===== config.mk =====
export PLATFORM = sky130hd
export DESIGN_NAME = paddle_ctrl
export DESIGN_NICKNAME = d
export VERILOG_FILES = /design/src/rtl/pong_pkg.sv /design/src/rtl/btn_debounce.sv /design/src/rtl/paddle_ctrl.sv
export SDC_FILE = /design/constraint.sdc
export NUM_CORES = 1
export LEC_CHECK = 0
export ABC_CLOCK_PERIOD_IN_PS = 3000
export BUFFER_PORTS_ARGS = -buffer_cell sky130_fd_sc_hd__buf_2
export CAP_MARGIN = 20
export CORE_MARGIN = 4
export CORE_UTILIZATION = 50
export DETAILED_ROUTE_END_ITERATION = 8
export PLACE_DENSITY_LB_ADDON = 0.2
export SYNTH_ARGS = -nofsm -noshare
export SYNTH_HDL_FRONTEND = slang
export SYNTH_SLANG_ARGS = --single-unit

===== constraint.sdc =====
create_clock -name clk -period 3 [get_ports clk]
set_input_delay 0.15 -clock clk [delete_from_list [all_inputs] [get_ports clk]]
set_output_delay 0.15 -clock clk [all_outputs]
set_load 0.005 [all_outputs]

===== src/rtl/pong_pkg.sv =====
// Shared Pong constants: screen geometry, counter widths and the paddle FSM encoding.
package pong_pkg;

  localparam int H_BITS   = 10;
  localparam int V_BITS   = 10;
  localparam int SCREEN_W = 640;
  localparam int SCREEN_H = 480;

  typedef enum logic [1:0] {
    ST_IDLE = 2'd0,
    ST_UP   = 2'd1,
    ST_DOWN = 2'd2
  } paddle_state_e;

endpackage


===== src/rtl/btn_debounce.sv =====
// Button conditioner: 2-FF synchroniser followed by a frame-sampled debounce counter.
// pressed reflects the accepted (debounced) level, active-high.
module btn_debounce #(
  parameter int DEBOUNCE_FRAMES = 2
) (
  input  logic clk,
  input  logic rst,
  input  logic tick,
  input  logic btn_n,
  output logic pressed
);

  localparam int CNT_W = $clog2(DEBOUNCE_FRAMES + 1);

  logic             sync1;
  logic             sync2;
  logic             acc_n;
  logic [CNT_W-1:0] cnt;

  always_ff @(posedge clk or posedge rst) begin
    if (rst) begin
      sync1 <= 1'b1;
      sync2 <= 1'b1;
    end else begin
      sync1 <= btn_n;
      sync2 <= sync1;
    end
  end

  // A change is only accepted after DEBOUNCE_FRAMES consecutive differing frame samples.
  always_ff @(posedge clk or posedge rst) begin
    if (rst) begin
      acc_n <= 1'b1;
      cnt   <= '0;
    end else if (tick) begin
      if (sync2 != acc_n) begin
        if (cnt == CNT_W'(DEBOUNCE_FRAMES - 1)) begin
          acc_n <= sync2;
          cnt   <= '0;
        end else begin
          cnt <= cnt + CNT_W'(1);
        end
      end else begin
        cnt <= '0;
      end
    end
  end

  assign pressed = ~acc_n;

endmodule


===== src/rtl/paddle_ctrl.sv =====
// Pong paddle engine: frame tick from vsync, debounced buttons, IDLE/UP/DOWN motion
// with hold-to-accelerate and window clamping, plus the registered pixel renderer.
module paddle_ctrl
  import pong_pkg::*;
#(
  parameter int X_LEFT          = 13,
  parameter int X_WIDTH         = 9,
  parameter int HEIGHT          = 48,
  parameter int Y_MIN           = 10,
  parameter int Y_MAX           = 421,
  parameter int Y_RESET         = 216,
  parameter int SPEED_MIN       = 2,
  parameter int SPEED_MAX       = 8,
  parameter int ACCEL_FRAMES    = 4,
  parameter int DEBOUNCE_FRAMES = 2
) (
  input  logic              clk,
  input  logic              rst,
  input  logic              vsync,
  input  logic              up_n,
  input  logic              down_n,
  input  logic [H_BITS-1:0] hcount,
  input  logic [V_BITS-1:0] vcount,
  output logic              pix,
  output logic [V_BITS-1:0] paddle_y,
  output logic              moving
);

  localparam int SPEED_W = $clog2(SPEED_MAX + 1);
  localparam int HOLD_W  = (ACCEL_FRAMES > 1) ? $clog2(ACCEL_FRAMES) : 1;

  logic vs_s1, vs_s2, vs_d, tick;
  logic up_pressed, dn_pressed;
  logic cmd_up, cmd_dn;

  paddle_state_e        state, state_n;
  logic [SPEED_W-1:0]   speed, speed_n;
  logic [HOLD_W-1:0]    hold_cnt, hold_n;
  logic [V_BITS-1:0]    y_n;
  logic                 move_up, move_dn, clamped;
  logic [10:0]          y_ext, sp_ext;

  // vsync is treated as data: synchronised, then its falling edge becomes a 1-cycle tick.
  always_ff @(posedge clk or posedge rst) begin
    if (rst) begin
      vs_s1 <= 1'b1;
      vs_s2 <= 1'b1;
      vs_d  <= 1'b1;
      tick  <= 1'b0;
    end else begin
      vs_s1 <= vsync;
      vs_s2 <= vs_s1;
      vs_d  <= vs_s2;
      tick  <= vs_d & ~vs_s2;
    end
  end

  btn_debounce #(.DEBOUNCE_FRAMES(DEBOUNCE_FRAMES)) u_db_up (
    .clk     (clk),
    .rst     (rst),
    .tick    (tick),
    .btn_n   (up_n),
    .pressed (up_pressed)
  );

  btn_debounce #(.DEBOUNCE_FRAMES(DEBOUNCE_FRAMES)) u_db_dn (
    .clk     (clk),
    .rst     (rst),
    .tick    (tick),
    .btn_n   (down_n),
    .pressed (dn_pressed)
  );

  // Commands use the accepted states before this tick's debounce update (one frame of lag).
  assign cmd_up = up_pressed & ~dn_pressed;
  assign cmd_dn = dn_pressed & ~up_pressed;

  always_comb begin
    state_n = state;
    speed_n = speed;
    hold_n  = hold_cnt;
    y_n     = paddle_y;
    move_up = 1'b0;
    move_dn = 1'b0;
    clamped = 1'b0;
    y_ext   = {1'b0, paddle_y};
    sp_ext  = 11'(speed);

    case (state)
      ST_IDLE: begin
        if (cmd_up) begin
          state_n = ST_UP;
          move_up = 1'b1;
        end else if (cmd_dn) begin
          state_n = ST_DOWN;
          move_dn = 1'b1;
        end
      end
      ST_UP: begin
        if (cmd_up) begin
          move_up = 1'b1;
        end else begin
          state_n = ST_IDLE;
          speed_n = SPEED_W'(SPEED_MIN);
          hold_n  = '0;
        end
      end
      ST_DOWN: begin
        if (cmd_dn) begin
          move_dn = 1'b1;
        end else begin
          state_n = ST_IDLE;
          speed_n = SPEED_W'(SPEED_MIN);
          hold_n  = '0;
        end
      end
      default: begin
        state_n = ST_IDLE;
        speed_n = SPEED_W'(SPEED_MIN);
        hold_n  = '0;
      end
    endcase

    if (move_up) begin
      if (y_ext < 11'(Y_MIN) + sp_ext) begin
        y_n     = V_BITS'(Y_MIN);
        clamped = 1'b1;
      end else begin
        y_n = V_BITS'(y_ext - sp_ext);
      end
    end else if (move_dn) begin
      if (y_ext + sp_ext > 11'(Y_MAX)) begin
        y_n     = V_BITS'(Y_MAX);
        clamped = 1'b1;
      end else begin
        y_n = V_BITS'(y_ext + sp_ext);
      end
    end

    // Hitting a bound restarts acceleration; otherwise every ACCEL_FRAMES moves add one line/frame.
    if (move_up || move_dn) begin
      if (clamped) begin
        speed_n = SPEED_W'(SPEED_MIN);
        hold_n  = '0;
      end else if (hold_cnt == HOLD_W'(ACCEL_FRAMES - 1)) begin
        hold_n = '0;
        if (speed != SPEED_W'(SPEED_MAX)) speed_n = speed + SPEED_W'(1);
      end else begin
        hold_n = hold_cnt + HOLD_W'(1);
      end
    end
  end

  always_ff @(posedge clk or posedge rst) begin
    if (rst) begin
      state    <= ST_IDLE;
      speed    <= SPEED_W'(SPEED_MIN);
      hold_cnt <= '0;
      paddle_y <= V_BITS'(Y_RESET);
    end else if (tick) begin
      state    <= state_n;
      speed    <= speed_n;
      hold_cnt <= hold_n;
      paddle_y <= y_n;
    end
  end

  assign moving = (state == ST_UP) || (state == ST_DOWN);

  // Exclusive upper bounds in 11 bits so exactly X_WIDTH columns and HEIGHT lines light.
  always_ff @(posedge clk or posedge rst) begin
    if (rst) begin
      pix <= 1'b0;
    end else begin
      pix <= ({1'b0, hcount} >= 11'(X_LEFT)) &&
             ({1'b0, hcount} <  11'(X_LEFT + X_WIDTH)) &&
             (vcount >= paddle_y) &&
             ({1'b0, vcount} < {1'b0, paddle_y} + 11'(HEIGHT));
    end
  end

endmodule


==> results of run 1 <==
[worst reg2reg max path, stage by stage (launching register included)]
cell	delay (ns)
sky130_fd_sc_hd__dfstp_2	0.55
sky130_fd_sc_hd__inv_2	0.08
sky130_fd_sc_hd__ha_4	0.22
sky130_fd_sc_hd__or3b_4	0.38
sky130_fd_sc_hd__a311o_1	0.31
sky130_fd_sc_hd__a211o_1	0.27
sky130_fd_sc_hd__a211oi_2	0.25
sky130_fd_sc_hd__o31ai_2	0.10
sky130_fd_sc_hd__buf_4	0.15
sky130_fd_sc_hd__a211oi_1	0.31
sky130_fd_sc_hd__a2bb2oi_1	0.20
[worst max path at each step]
stage / slack (ns) / from / cells after the start / end
2_1_floorplan: 0.02 / paddle_y[3] / 9 / paddle_y[3]
3_3_place_gp: 0.04 / speed[0] / 10 / speed[1]
3_5_place_dp: -0.007 / speed[1] / 9 / paddle_y[3]
4_1_cts: 0.001 / speed[0] / 10 / speed[1]
5_1_grt: -0.02 / speed[1] / 11 / paddle_y[3]
6_report: 0.10 / speed[1] / 10 / speed[0]
[metal layers]
| layer | track usage | wire length (um) |
|---|---|---|
| met5 | 0 | 0 |
| met4 | 0.0691 | 117 |
| met3 | 0.0412 | 500 |
| met2 | 0.347 | 3530 |
| met1 | 0.304 | 3420 |
[through the flow]
step / hold WS, ns / setup WS (ns)
final: 0.138 / 0.104
after global routing: 0.156 / -0.0247
after CTS: 0.138 / 0.00126
after detailed placement: 0.256 / -0.00745
after global placement: 0.254 / 0.0404
after floorplan: 0.154 / 0.0197
[cell type report]
| type | instances | area [sq um] | area share |
|---|---|---|---|
| Inverter | 28 | 105 | 0.0293 |
| Timing Repair Buffer | 66 | 419 | 0.117 |
| Multi-Input combinational cell | 266 | 1990 | 0.556 |
| Clock inverter | 3 | 65.1 | 0.0182 |
| Tap cell | 72 | 90.1 | 0.0251 |
| Sequential cell | 33 | 845 | 0.236 |
| Clock buffer | 5 | 68.8 | 0.0192 |
[cells in the final DEF, fill, tap and decap left out, types with 7 or more instances in the layout]
master and instances:
sky130_fd_sc_hd__buf_4 25, sky130_fd_sc_hd__nor3_1 9, sky130_fd_sc_hd__ha_1 38, sky130_fd_sc_hd__a21oi_1 22
sky130_fd_sc_hd__nor2b_1 8, sky130_fd_sc_hd__buf_2 36, sky130_fd_sc_hd__xnor2_1 9, sky130_fd_sc_hd__o21ai_0 29
sky130_fd_sc_hd__o211ai_1 7, sky130_fd_sc_hd__dfrtp_1 18, sky130_fd_sc_hd__dfstp_2 14, sky130_fd_sc_hd__nor2_1 26
sky130_fd_sc_hd__inv_1 26, sky130_fd_sc_hd__nand2_1 20
[power by group through the flow]
stage	Clock (mW)	Combinational, mW	Sequential, mW
floorplan	0	1.53	0.725
global placement	0	2.12	0.752
detailed placement	0	2.16	0.757
CTS	0.507	2.20	0.757
global route	0.530	2.61	0.782
finish	0.501	2.33	0.760
[state kept, by name, summed over array words and instances (netlist names)]
| name | flops |
|---|---|
| vs_s2 | 1 |
| tick | 1 |
| pix | 1 |
| state | 2 |
| u_db_dn.sync1 | 1 |
| u_db_up.acc_n | 1 |
| paddle_y | 10 |
| u_db_dn.sync2 | 1 |
| u_db_up.sync1 | 1 |
| u_db_up.sync2 | 1 |
| vs_s1 | 1 |
| u_db_dn.acc_n | 1 |
| u_db_dn.cnt | 2 |
| hold_cnt | 2 |
| u_db_up.cnt | 2 |
| speed | 4 |
| vs_d | 1 |
[logic make-up (layout without fill, tap and decap cells)]
group	count (synthesis)	after routing
buffers and inverters	36	102
AOI/OAI and AO/OA	115	115
DFF	33	33
adders and majority gates	42	42
muxes	6	6
xor gates and xnor gates	11	11
and+or+nand+nor	92	92
[timing repair]
| action | CTS | global route |
|---|---|---|
| hold buffers | 4 | 0 |
| endpoints found under the setup margin | 1 | 11 |
| pin swaps | 2 | 4 |
| resized for setup | 2 | 8 |
| endpoints found under the hold margin | 22 | 0 |
| buffers inserted | 0 | 2 |
==> out/metrics.csv, run 1 <==
stage;metric;value;unit
synth;synth_compound_area_frac;0.262;
worst_setup_path;slowest_delay;0.55;ns
worst_setup_path;worst_r2r_endpoint;speed[0];
placement;dp_hpwl;5.68;mm
synth;netlist_area;2920;sq um
cts;clkTransAtPathRegs;0.07;ns
final_layout;nets;467;
worst_setup_path;timing.critical_path.max_delay_family;compound AO/OA/AOI/OAI gates;
timing;achievable-frequency;0.345;GHz
hold_path;hold-path-endpoint;pix;
timing;finalCriticalPeriod;2.90;ns
detailed_routing;drc;0;
grt;initial_antenna_violation_count;0;
timing;worstMarginPinSlew;0.724;ns
synth;post-synth-top-count-cell;sky130_fd_sc_hd__ha_1;
worst_setup_path;path_class;flip-flop to flip-flop;
placement;gp_congestion;0.890;
synth;synth.mux.area_fraction;0.0227;
synth;yosys-top-cells-area;sky130_fd_sc_hd__ha_1 (17%), sky130_fd_sc_hd__dfrtp_1 (16%), sky130_fd_sc_hd__dfstp_2 (13%);
floorplanning;floorplan.die_area;7120;sq um
power_and_ir_drop;power.internal;1.96;mW
worst_setup_path;required_time_at_the_worst_slack_endpoint;3.21;ns
timing;drv_slew;0;
final_layout;syn2layout_area_growth;22.9;%
cts;numCtsBuffers;5;
floorplanning;dieHeight;84.4;um
cts;cts_htree_levels;2;
synth;ys.warnings.count;0;
synth;synthXorXnorAreaFrac;0.0330;
worst_setup_path;slowest_stage;sky130_fd_sc_hd__dfstp_2;
worst_setup_path;critical_path.cell_chain;inv_2 -> ha_4 -> or3b_4 -> a311o_1 -> a211o_1 -> a211oi_2 -> o31ai_2 -> buf_4 -> a211oi_1 -> a2bb2oi_1;
grt;grt_remaining_overflow;0;
synth;synth-simple-area-share;0.157;
worst_setup_path;start_kind;flip-flop;
worst_setup_path;rrSetupSlack;0.10;ns
detailed_routing;drtIter0Drc;266;
placement;post-place-cells;459;
power_and_ir_drop;fin_total_pwr;3.60;mW
final_layout;layoutNonFillerInstCount;473;
timing;final.setup_skew;0.00476;ns
synth;synth-edff-count;0;
worst_setup_path;critical_path.max_fanout;4;
timing;timing.setup.tns;0;ns
power_and_ir_drop;leakage;1.62;nW
synth;post-synth-top-area-cell;sky130_fd_sc_hd__ha_1;
detailed_routing;route.antenna.remaining_nets;0;
power_and_ir_drop;p_sw_frac;0.454;
worst_setup_path;worstRegToRegCells;10;
run_status;outcome;completed;
synth;synth.distinct_cells;56;
hold_path;min-delay-path-class;input port to flip-flop;
floorplanning;starting_utilization_of_the_core_area;0.523;
power_and_ir_drop;clock_power_share;0.139;
floorplanning;fp.dieW;84.4;um
power_and_ir_drop;power.density_cell_area;1000;nW/um^2
final_layout;drive_above_1_share;0.249;
cts;root_buffer;sky130_fd_sc_hd__clkbuf_8;
placement;io_buffers;36;
hold_path;worst_hold_startpoint;hcount[7];
grt;first_global_vias;2705;
timing;min_period_over_period;0.965;
power_and_ir_drop;switching_power;1.63;mW
detailed_routing;vias_per_cell;5.88;
synth;yosys_top_cell_area_share;0.167;
placement;dpl-instance-area;3330;sq um
synth;synth_adder_area_share;0.188;
worst_setup_path;crit_path_end_kind;flip-flop;
synth;synthesis.nets;402;
cts;cts.sink_count;33;
floorplanning;boundaryPins;37;
synth;post_synth.cell_area_avg;8.71;sq um
detailed_routing;routed_wire_length_per_instance;16.0;um
synth;synth.ff_latch_count;33;
synth;synth_instances;335;
final_layout;fillerInstances;499;
hold_path;min_path_cells;4;
synth;synth.cells.most_frequent;sky130_fd_sc_hd__ha_1 (39), sky130_fd_sc_hd__o21ai_0 (29), sky130_fd_sc_hd__inv_1 (27);
worst_setup_path;critPathBufInv;2;
detailed_routing;vias;2780;
final_layout;utilization;0.643;
power_and_ir_drop;p_comb_frac;0.649;
final_layout;design_area;3580;sq um
synth;synth-async-reset-ratio;1.00;
grt;grt_start_max_net_pins;34;
timing;finalSetupViolCount;0;
grt;global_route_wire_length_before_repair;12.8;mm
power_and_ir_drop;flop_pwr_share;0.211;
cts;clk_latency;0.29;ns
timing;hold_viol_final;0;
final_layout;num_antenna_cells;0;
flow_run;drv_cap;0;
synth;largest_family_of_logic_cells_by_synthesized_area;compound AO/OA/AOI/OAI gates;
cts;tritoncts;built;
worst_setup_path;rr_startpoint;speed[1];
timing;slew_headroom;0.515;
grt;track_usage;0.219;
cts;cts-root-to-sink-buffers;2;
detailed_routing;drt_first_pass_iters;5;
synth;synth_flop_cell;sky130_fd_sc_hd__dfrtp_1;
floorplanning;placementRows;27;
worst_setup_path;cp.arrival;3.11;ns
detailed_routing;drt_wl_total;7.57;mm
synth;synth_sequential_area_ratio;0.289;
power_and_ir_drop;vdd_ir_drop_max;0.575;mV
floorplanning;floorplan.core_area;5570;sq um
Power figures use the tool's default switching activity.
==> inputs of run 2 (changes only) <==
--- a/config.mk
+++ b/config.mk
@@ -11,7 +11,8 @@
 export CORE_MARGIN = 4
 export CORE_UTILIZATION = 50
 export DETAILED_ROUTE_END_ITERATION = 8
-export PLACE_DENSITY_LB_ADDON = 0.2
+export PLACE_DENSITY = 0.74
+export RECOVER_POWER = 50
 export SYNTH_ARGS = -nofsm -noshare
 export SYNTH_HDL_FRONTEND = slang
 export SYNTH_SLANG_ARGS = --single-unit
==> run 2 against run 1 <==
Net effect:
- flip-flop and latch count stayed put
- core utilization is 0.40 points lower
- sequential share of layout area up 0.11 points
- die area is the same
- critical path depth shrank 1
- wire length shrank 1.4%
- non-clock buffer count increased by 3
- final cell count up 0.63%
- first-iteration DRC count fell by 17%
- critical endpoint is now paddle_y[3]
- largest cell class unchanged
- largest power group unchanged
- highest routed layer unchanged
==> out/metrics.csv, run 2 (synthesized netlist as in run 1, its figures left out) <==
stage;metric;value;unit;change
run_status;outcome;completed;;
worst_setup_path;worstRegToRegCells;9;;-1
worst_setup_path;start_kind;flip-flop;;
cts;cts-root-to-sink-buffers;2;;unchanged
final_layout;largest_register_ffs;10;;unchanged
worst_setup_path;crit_path_end_kind;flip-flop;;
timing;achievable-frequency;0.345;GHz;-0.16%
worst_setup_path;slowest_stage;sky130_fd_sc_hd__dfstp_2;;
flow_run;drv_cap;0;;unchanged
worst_setup_path;critical_path.max_fanout;4;;unchanged
final_layout;design_area;3560;sq um;-0.63%
cts;root_buffer;sky130_fd_sc_hd__clkbuf_8;;
placement;dp_hpwl;5.73;mm;+0.83%
detailed_routing;vias_per_cell;5.88;;about the same
cts;cts_htree_levels;2;;unchanged
worst_setup_path;required_time_at_the_worst_slack_endpoint;3.20;ns;about the same
timing;finalSetupViolCount;0;;unchanged
power_and_ir_drop;p_comb_frac;0.677;;+0.028
floorplanning;floorplan.die_area;7120;sq um;unchanged
power_and_ir_drop;leakage;1.59;nW;-2.0%
detailed_routing;routed_wire_length_per_instance;15.7;um;-2.0%
grt;grt_remaining_overflow;0;;unchanged
detailed_routing;drc;0;;unchanged
detailed_routing;drtIter0Drc;220;;-17%
timing;setup_slack;0.0990;ns;-0.00468 ns
power_and_ir_drop;clock_power_share;0.105;;-0.034
timing;worstMarginPinSlew;0.871;ns;+0.147 ns
final_layout;layout_commonest_cell;sky130_fd_sc_hd__ha_1;;
cts;cts.sink_count;33;;unchanged
grt;track_usage;0.214;;-0.00575
worst_setup_path;timing.critical_path.max_delay_family;compound AO/OA/AOI/OAI gates;;
floorplanning;fp.dieW;84.4;um;unchanged
worst_setup_path;slowest_delay;0.56;ns;about the same
detailed_routing;drt_first_pass_iters;5;;unchanged
floorplanning;floorplan.core_area;5570;sq um;unchanged
detailed_routing;wl_met3;515;um;+3.0%
final_layout;drive_above_1_share;0.235;;-0.0142
timing;hold_viol_final;0;;unchanged
power_and_ir_drop;flop_pwr_share;0.218;;+0.007
detailed_routing;met2WireLength;3.46;mm;-2.1%
worst_setup_path;critical_path.cell_chain;inv_4 -> ha_4 -> or3b_4 -> a311o_1 -> a211o_1 -> a211oi_4 -> o31ai_2 -> or4_1 -> a32oi_1;;
power_and_ir_drop;vdd_ir_drop_max;0.586;mV;+1.8%
detailed_routing;drt_wl_total;7.46;mm;-1.4%
cts;numCtsBuffers;5;;unchanged
worst_setup_path;timing.critical_path.depth;9;;-1
power_and_ir_drop;power.internal;1.86;mW;-5.3%
final_layout;num_antenna_cells;0;;unchanged
detailed_routing;drt-met1-wl;3.36;mm;-1.7%
final_layout;largest_register;paddle_y;;
floorplanning;starting_utilization_of_the_core_area;0.523;;unchanged
timing;min_period_over_period;0.967;;+0.00156
worst_setup_path;rr_startpoint;speed[1];;
timing;drv_slew;0;;unchanged
final_layout;nets;470;;+0.64%
worst_setup_path;cp.arrival;3.10;ns;about the same
final_layout;most-common-layout-cells;sky130_fd_sc_hd__ha_1 (36), sky130_fd_sc_hd__buf_2 (31), sky130_fd_sc_hd__o21ai_0 (29);;
floorplanning;placementRows;27;;unchanged
detailed_routing;top_layer;met4;;
worst_setup_path;critPathBufInv;1;;-1
floorplanning;dieHeight;84.4;um;unchanged
timing;rsz0062_at_grt;no;;
detailed_routing;route.antenna.remaining_nets;0;;unchanged
cts;clk_latency;0.28;ns;about the same
grt;initial_antenna_violation_count;0;;unchanged
power_and_ir_drop;p_sw_frac;0.466;;+0.0115
power_and_ir_drop;switching_power;1.62;mW;-0.81%
grt;global_route_wire_length_before_repair;12.6;mm;-2.1%
hold_path;min_path_cells;4;;unchanged
worst_setup_path;path_class;flip-flop to flip-flop;;
cts;clkTransAtPathRegs;0.07;ns;about the same
grt;grt_start_max_net_pins;18;;-47%
timing;slew_headroom;0.419;;-0.0962
hold_path;worst_hold_startpoint;hcount[7];;
cts;tritoncts;built;;
final_layout;syn2layout_area_growth;22.1;%;
timing;final.setup_skew;0.00685;ns;+0.00209 ns
placement;io_buffers;36;;unchanged
detailed_routing;vias;2799;;+0.68%
placement;gp_congestion;0.930;;+4.4%
power_and_ir_drop;power.density_cell_area;976;nW/um^2;-2.7%
grt;first_global_vias;2631;;-2.7%
placement;detailedPlace.worstSlack;-0.00138;ns;+0.00607 ns
floorplanning;boundaryPins;37;;unchanged
hold_path;min-delay-path-class;input port to flip-flop;;
final_layout;layout_top_registers;paddle_y x10, speed x4;;
timing;finalCriticalPeriod;2.90;ns;+0.00468 ns
worst_setup_path;critPathLaunch;speed[1];;
placement;dpl-instance-area;3360;sq um;+0.68%
-- run 2: cell count changes in the layout (fill, tap and decap cells not counted), moves of 4 or more --
cell,previous run,this run
sky130_fd_sc_hd__buf_2,36,31
sky130_fd_sc_hd__clkbuf_1,0,6
sky130_fd_sc_hd__dfstp_1,0,4
sky130_fd_sc_hd__dfstp_2,14,10
-- run 2: final timing paths --
kind	slack (ns)	endpoint
setup / recovery	0.1	paddle_y[3]
setup reg to reg	0.1	paddle_y[3]
hold reg to reg	0.36	vs_s2
min in group asynchronous	0.50	state[0]
hold / removal	0.15	pix
max in group asynchronous	1.30	paddle_y[5]
-- run 2: worst reg2reg max path, cell delays in order, from the launching register on --
cell and delay, ns:
sky130_fd_sc_hd__dfstp_2 0.56, sky130_fd_sc_hd__inv_4 0.06, sky130_fd_sc_hd__ha_4 0.21, sky130_fd_sc_hd__or3b_4 0.38, sky130_fd_sc_hd__a311o_1 0.27, sky130_fd_sc_hd__a211o_1 0.33, sky130_fd_sc_hd__a211oi_4 0.25, sky130_fd_sc_hd__o31ai_2 0.12
sky130_fd_sc_hd__or4_1 0.42, sky130_fd_sc_hd__a32oi_1 0.22
-- run 2: power groups by stage --
stage / sequential, mW / combinational, mW / clock (mW)
6_report: 0.759 / 2.35 / 0.366
5_1_grt: 0.780 / 2.63 / 0.399
3_3_place_gp: 0.753 / 2.16 / 0
3_5_place_dp: 0.766 / 2.21 / 0
2_1_floorplan: 0.725 / 1.53 / 0
4_1_cts: 0.764 / 2.25 / 0.377
-- run 2: layout make-up --
cell class              count  area, sq um
fillers                   492         2010
multi-input cells         266         1990
repair buffers             69          429
clock buffers               7         96.3
clock inverters             1         5.00
well taps                  72         90.1
inverters                  28          108
flip-flops and latches     33          843
-- run 2: layer usage --
metal  vias up  GRT usage
met4         0     0.0777
met1      1310      0.295
met3        14     0.0491
li1       1371          -
met2       104      0.328
met5         -          0
-- run 2: timing repair --
action                                  in CTS  in global routing
hold buffers                                 4                  0
pin swaps                                    2                  9
endpoints found under the setup margin       1                 14
gates resized for setup                      1                 12
hold endpoints to repair                    14                  0
buffers inserted                             0                  2
-- run 2: through the flow --
stage                     instances  power (mW)  utilization  hold slack (ns)  setup TNS [ns]
final                           476        3.48        0.639            0.148               0
after global routing            476        3.80        0.639            0.169               0
after CTS                       474        3.39        0.630            0.146               0
after detailed placement        462        2.97        0.602            0.256        -0.00138
after global placement          462        2.92        0.602            0.254               0
after floorplan                 335        2.26            -            0.154               0
